$ cat config.mk
export PLATFORM = sky130hd
export DESIGN_NAME = mult_seq_flat
export DESIGN_NICKNAME = d
export VERILOG_FILES = /design/src/rtl/mult_seq_if.sv /design/src/rtl/mult_seq.sv /design/src/flat_wrapper.sv
export SDC_FILE = /design/constraint.sdc
export NUM_CORES = 1
export LEC_CHECK = 0
export CAP_MARGIN = 20
export CORE_MARGIN = 1.5
export CORE_UTILIZATION = 48
export CTS_BUF_LIST = sky130_fd_sc_hd__clkbuf_16
export CTS_CLUSTER_DIAMETER = 120
export CTS_CLUSTER_SIZE = 40
export DETAILED_ROUTE_END_ITERATION = 6
export DONT_BUFFER_PORTS = 1
export MAX_ROUTING_LAYER = met4
export SETUP_SLACK_MARGIN = 0.05
export SLEW_MARGIN = 20
export SYNTH_ARGS = -nofsm -noshare
export SYNTH_HDL_FRONTEND = slang
export SYNTH_SLANG_ARGS = --single-unit
$ cat constraint.sdc
create_clock -name clk -period 3.9 [get_ports clk]
set_input_delay 0.78 -clock clk [delete_from_list [all_inputs] [get_ports clk]]
set_output_delay 0.78 -clock clk [all_outputs]
set_load 0.01 [all_outputs]
$ cat src/rtl/mult_seq_if.sv
// ============================================================================
//  Module      : mult_seq_if
//  Description : Handshake/operand/result bundle between the DLX decoder and
//                the iterative multiply sequencer.
//  Revision    : 1.0 - initial release
// ============================================================================
`default_nettype none

interface mult_seq_if;
    logic        start;
    logic        is_signed;
    logic [31:0] op_a;
    logic [31:0] op_b;
    logic        flush;
    logic        busy;
    logic        stall;
    logic        done;
    logic [63:0] product;

    // Decoder side: issues requests, observes status and result.
    modport master (
        output start, is_signed, op_a, op_b, flush,
        input  busy, stall, done, product
    );

    // Sequencer side.
    modport slave (
        input  start, is_signed, op_a, op_b, flush,
        output busy, stall, done, product
    );
endinterface

`default_nettype wire

$ cat src/rtl/mult_seq.sv
// ============================================================================
//  Module      : mult_seq
//  Description : Iterative 32x32 radix-2 shift-add multiplier for the DLX
//                mult/multu instructions. Holds stall while iterating and
//                returns a registered 64-bit product with a one-cycle done.
//                Optional macro MULT_EARLY_TERM_EN ends the loop as soon as
//                the remaining multiplier is zero.
//  Revision    : 1.0 - initial release
// ============================================================================
`default_nettype none

module mult_seq #(
    parameter int ITER_W = 6
) (
    input  wire logic    clk,
    input  wire logic    rst_n,
    mult_seq_if.slave    bus
);

    typedef enum logic [1:0] {
        IDLE = 2'd0,
        RUN  = 2'd1,
        FIX  = 2'd2,
        DONE = 2'd3
    } state_t;

    // Counter value during the 32nd (final) iteration.
    localparam logic [ITER_W-1:0] LAST_ITER = ITER_W'(31);

    state_t             state_q, state_d;
    logic [63:0]        mcand_q, mcand_d;
    logic [31:0]        mplier_q, mplier_d;
    logic [63:0]        acc_q, acc_d;
    logic [ITER_W-1:0]  cnt_q, cnt_d;
    logic               neg_q, neg_d;
    logic [63:0]        product_q, product_d;

    // Operand magnitudes; 0x80000000 negates to itself, which read as
    // unsigned is exactly the required magnitude.
    logic [31:0] mag_a_w, mag_b_w;
    assign mag_a_w = (bus.is_signed && bus.op_a[31]) ? (~bus.op_a + 32'd1) : bus.op_a;
    assign mag_b_w = (bus.is_signed && bus.op_b[31]) ? (~bus.op_b + 32'd1) : bus.op_b;

    // State and datapath registers; reset discards any partial result.
    always_ff @(posedge clk or negedge rst_n) begin
        if (!rst_n) begin
            state_q   <= IDLE;
            mcand_q   <= '0;
            mplier_q  <= '0;
            acc_q     <= '0;
            cnt_q     <= '0;
            neg_q     <= 1'b0;
            product_q <= '0;
        end else begin
            state_q   <= state_d;
            mcand_q   <= mcand_d;
            mplier_q  <= mplier_d;
            acc_q     <= acc_d;
            cnt_q     <= cnt_d;
            neg_q     <= neg_d;
            product_q <= product_d;
        end
    end

    // Next-state and datapath update: accept, iterate, sign-fix, report.
    always_comb begin
        state_d   = state_q;
        mcand_d   = mcand_q;
        mplier_d  = mplier_q;
        acc_d     = acc_q;
        cnt_d     = cnt_q;
        neg_d     = neg_q;
        product_d = product_q;

        case (state_q)
            IDLE, DONE: begin
                state_d = IDLE;
                // flush outranks start: nothing is latched on a flushed request.
                if (!bus.flush && bus.start) begin
                    mcand_d  = {32'd0, mag_a_w};
                    mplier_d = mag_b_w;
                    neg_d    = bus.is_signed & (bus.op_a[31] ^ bus.op_b[31]);
                    acc_d    = '0;
                    cnt_d    = '0;
`ifdef MULT_EARLY_TERM_EN
                    // A zero multiplier needs no iterations at all.
                    state_d  = (mag_b_w == 32'd0) ? FIX : RUN;
`else
                    state_d  = RUN;
`endif
                end
            end

            RUN: begin
                if (bus.flush) begin
                    state_d = IDLE;
                end else begin
                    if (mplier_q[0]) begin
                        acc_d = acc_q + mcand_q;
                    end
                    mcand_d  = mcand_q << 1;
                    mplier_d = mplier_q >> 1;
                    cnt_d    = cnt_q + ITER_W'(1);
                    if (cnt_q == LAST_ITER) begin
                        state_d = FIX;
                    end
`ifdef MULT_EARLY_TERM_EN
                    // Remaining multiplier becomes zero after this shift, so
                    // further iterations cannot change the accumulator.
                    if (mplier_q[31:1] == 31'd0) begin
                        state_d = FIX;
                    end
`endif
                end
            end

            FIX: begin
                if (bus.flush) begin
                    state_d = IDLE;
                end else begin
                    product_d = neg_q ? (~acc_q + 64'd1) : acc_q;
                    state_d   = DONE;
                end
            end

            default: begin
                state_d = IDLE;
            end
        endcase
    end

    // Status outputs decode from state only; no input-to-output paths.
    assign bus.busy    = (state_q == RUN) || (state_q == FIX);
    assign bus.stall   = bus.busy;
    assign bus.done    = (state_q == DONE);
    assign bus.product = product_q;

endmodule

`default_nettype wire

$ cat src/flat_wrapper.sv
// flat-port wrapper written by rule: the top's interface ports become plain ports
module mult_seq_flat 
#(
    parameter int ITER_W = 6
)
  (clk, rst_n, bus_start, bus_is_signed, bus_op_a, bus_op_b, bus_flush, bus_busy, bus_stall, bus_done, bus_product);
  mult_seq_if bus_i ();
  input  wire logic clk;
  input  wire logic rst_n;
  input wire logic [$bits(bus_i.start)-1:0] bus_start;
  input wire logic [$bits(bus_i.is_signed)-1:0] bus_is_signed;
  input wire logic [$bits(bus_i.op_a)-1:0] bus_op_a;
  input wire logic [$bits(bus_i.op_b)-1:0] bus_op_b;
  input wire logic [$bits(bus_i.flush)-1:0] bus_flush;
  output wire logic [$bits(bus_i.busy)-1:0] bus_busy;
  output wire logic [$bits(bus_i.stall)-1:0] bus_stall;
  output wire logic [$bits(bus_i.done)-1:0] bus_done;
  output wire logic [$bits(bus_i.product)-1:0] bus_product;
  assign bus_i.start = bus_start;
  assign bus_i.is_signed = bus_is_signed;
  assign bus_i.op_a = bus_op_a;
  assign bus_i.op_b = bus_op_b;
  assign bus_i.flush = bus_flush;
  assign bus_busy = bus_i.busy;
  assign bus_stall = bus_i.stall;
  assign bus_done = bus_i.done;
  assign bus_product = bus_i.product;
  mult_seq #(.ITER_W(ITER_W)) u_core (.clk(clk), .rst_n(rst_n), .bus(bus_i));
endmodule
==> results.toml <==
[synthesis]
yosys_warnings = 0
yosys-top-cells-area = "dfrtp_1, nand2_1, o21ai_0, xor2_1, a21oi_1"
synth-seq-cells = 233
synth_edf_count = 0
synth_cells = 1934
synth_area_leader_cell = "dfrtp_1"
synth_flop_cell = "dfrtp_1"
ys_types = 63
syn_area_per_cell_um2 = 8.07
synth_top_cell_area_share = 0.374
synth_fp_nets = 2074
async_flop_share = 1.00
syn_area_um2 = 15600
ys_seq_area_frac = 0.374

[status]
violations = "negative hold slack"
status = "finished with violations"

[hold_path]
hold_path.class = "in2async"

[layout]
syn2layout_area_growth_pct = 5.29
multiInputGateArea_um2 = 9310
num-fill-cells = 3175
postLayoutCellArea_um2 = 16400
register_area_um2 = 5830
drive_gt1_frac = 0.0432
n_antenna_cell = 0
fin_nets = 2011

[place]
routabilityCongestion = 0.937
place_area_um2 = 16000
dpl.hpwl_um = 30800
io_buffer_count = 0

[timing]
slew_violations = 0
hold_slack_ns = -0.0512
setup_viol = 0
grt_setup_unrepaired = "false"
fin_crit_sh = 0.925
finalCriticalPeriod_ns = 3.61
finClkSkew_ns = 0.0574
worst_pin_slew_ns = 0.994
max_freq_mhz = 277
finalHoldViolCount = 75
relSlewSlack = 0.337
finalSetupTns_ns = 0

[drt]
viasPerCell = 5.81
drt_iter0_drc = 824
drt_wl_total_um = 41300
route.detailed.drc = 0
firstDrtPassIters = 6
postRouteAntennaNets = 0
wl_per_cell_um = 17.9
num_vias = 13412

[power_and_ir_drop]
powerDensity_nw_per_um2 = 420
swShare = 0.391
combPwrFrac = 0.343
pwr-share-seq = 0.435
peakVddDrop_uv = 275
p_clk_frac = 0.222
intPower_mw = 4.21
power.switching_mw = 2.70
finalPower_mw = 6.91
leakagePower_nw = 7.44

[cts]
cts_root_buf = "clkbuf_16"
numCtsBuffers = 11
clock_path_buffers = 3
cts-htree-levels = 1
clkTransAtPathRegs_ns = 0.15
cts_setup_buffers = 0
cts_sinks = 233
clock_latency_ns = 0.52
cts_tree = "done"

[critical_path]
end_kind = "register"
path_max_fanout = 7
crit_chain = "ha_1, nand2_1, o21ai_0, a221o_1, a211oi_1, o22ai_1, nor4b_2, a31o_2, o41ai_1, buf_4, or4_1, nand3_1"
crit_required_ns = 4.37
arrival_ns = 4.07
cp.buffers_inverters = 1
crit_type = "reg2reg"
path_delay_family = "compound AO/OA/AOI/OAI gates"
startpoint_type = "register"
worst_path_max_delay_cell = "nor4b_2"
slowest_delay_ns = 0.55

[die]
fp.dieW_um = 183
dieArea_um2 = 33600
die_y_um = 183
core_area_um2 = 31800
core.rowCount = 65
start_util = 0.491
ios = 136

[global_routing]
grt_pass1_wl_um = 68100
grt_usage = 0.259
globalRoute.totalOverflow = 0
grt_pass1_vias = 12650
grt_max_degree = 234
antenna_found_initial = 0

[run]
drv_cap = 0
-- per-stage QoR --
stage	utilization	std cells	worst slack (ns)	hold WS (ns)
after floorplan	-	1934	0.734	0.445
after global placement	0.504	2293	0.388	0.459
after detailed placement	0.504	2293	0.368	0.470
after CTS	0.517	2310	0.320	-0.0725
after global routing	0.517	2310	0.0671	-0.0846
final	0.517	2310	0.293	-0.0512
-- layer usage --
metal | GRT usage | vias to the layer above | share of wire
met5 | - | - | 0
met4 | 0.0393 | 0 | 0.014
met3 | 0.0336 | 31 | 0.064
met2 | 0.364 | 358 | 0.40
met1 | 0.399 | 6306 | 0.52
li1 | - | 6717 | -
-- path summary, 6_finish.rpt --
check	slack [ns]	from	to	cells after the start
hold / removal	-0.05	rst_n	u_core.acc_q[50]$_DFFE_PN0P_	0
max in group asynchronous	3.44	rst_n	u_core.acc_q[63]$_DFFE_PN0P_	0
setup reg to reg	0.29	u_core.acc_q[35]$_DFFE_PN0P_	u_core.acc_q[61]$_DFFE_PN0P_	12
min in group clk	0.42	bus_op_b[31]	u_core.mplier_q[31]$_DFFE_PN0P_	2
setup / recovery	0.29	u_core.acc_q[35]$_DFFE_PN0P_	u_core.acc_q[61]$_DFFE_PN0P_	12
hold reg to reg	0.50	u_core.mplier_q[6]$_DFFE_PN0P_	u_core.mplier_q[6]$_DFFE_PN0P_	2
-- worst reg2reg max path, stage by stage (launching register included) --
cell and delay (ns):
dfrtp_1 0.48, ha_1 0.42, nand2_1 0.14, o21ai_0 0.14, a221o_1 0.35, a211oi_1 0.33, o22ai_1 0.14, nor4b_2 0.55
a31o_2 0.30, o41ai_1 0.09, buf_4 0.15, or4_1 0.39, nand3_1 0.09
-- flip-flops by register name, indices dropped and copies added (netlist names) --
register / flops
u_core.acc_q: 64
u_core.mplier_q: 32
u_core.neg_q: 1
u_core.bus.product: 64
u_core.state_q: 2
u_core.cnt_q: 6
u_core.mcand_q: 64
-- cells by family after synthesis --
kind of cell    share of synthesized area
buf+inv                            0.0329
compound gates                      0.229
simple gates                        0.207
mux                               0.00513
fa+ha+maj                          0.0574
flops                               0.374
xor+xnor                           0.0954
-- cells in the mapped netlist, drive strengths merged (15+ instances only) --
cell type / number
o31ai: 34
nor4: 15
a21oi: 175
clkbuf: 103
xor2: 109
nand3: 59
ha: 70
nor2: 119
nand2: 354
or3: 27
o21ai: 268
or4: 19
o41ai: 16
a21o: 44
nand4: 23
nor3: 25
dfrtp: 233
inv: 30
xnor2: 61
-- cells in the final DEF (no fill, tap or decap), types with 29 or more instances in the layout --
cell,n
xnor2_1,61
nor2_1,119
buf_4,29
ha_1,69
inv_1,30
a21oi_1,174
dfrtp_1,232
o21ai_0,262
o31ai_1,33
a21o_1,43
xor2_1,109
nand3_1,57
nand2_1,354
-- power groups by stage --
stage	combinational [mW]	clock [mW]	sequential [mW]
2_1_floorplan	1.79	0	2.90
3_3_place_gp	2.35	0	3.03
3_5_place_dp	2.37	0	3.04
4_1_cts	2.38	1.59	3.00
5_1_grt	2.67	1.67	3.04
6_report	2.37	1.54	3.00
-- final cells by class --
class	count	share of cell area
multi-input cells	1565	0.567
flip-flops and latches	233	0.355
well taps	435	0.0331
clock buffers	11	0.0168
repair buffers	30	0.0145
clock inverters	6	0.00731
inverters	30	0.00685
-- repair_timing --
item                                    4_1_cts  5_1_grt
endpoints found under the setup margin        0        2
endpoints found under the hold margin       221      217
resized for setup                             0        1
(Power assumes the default switching activity.)
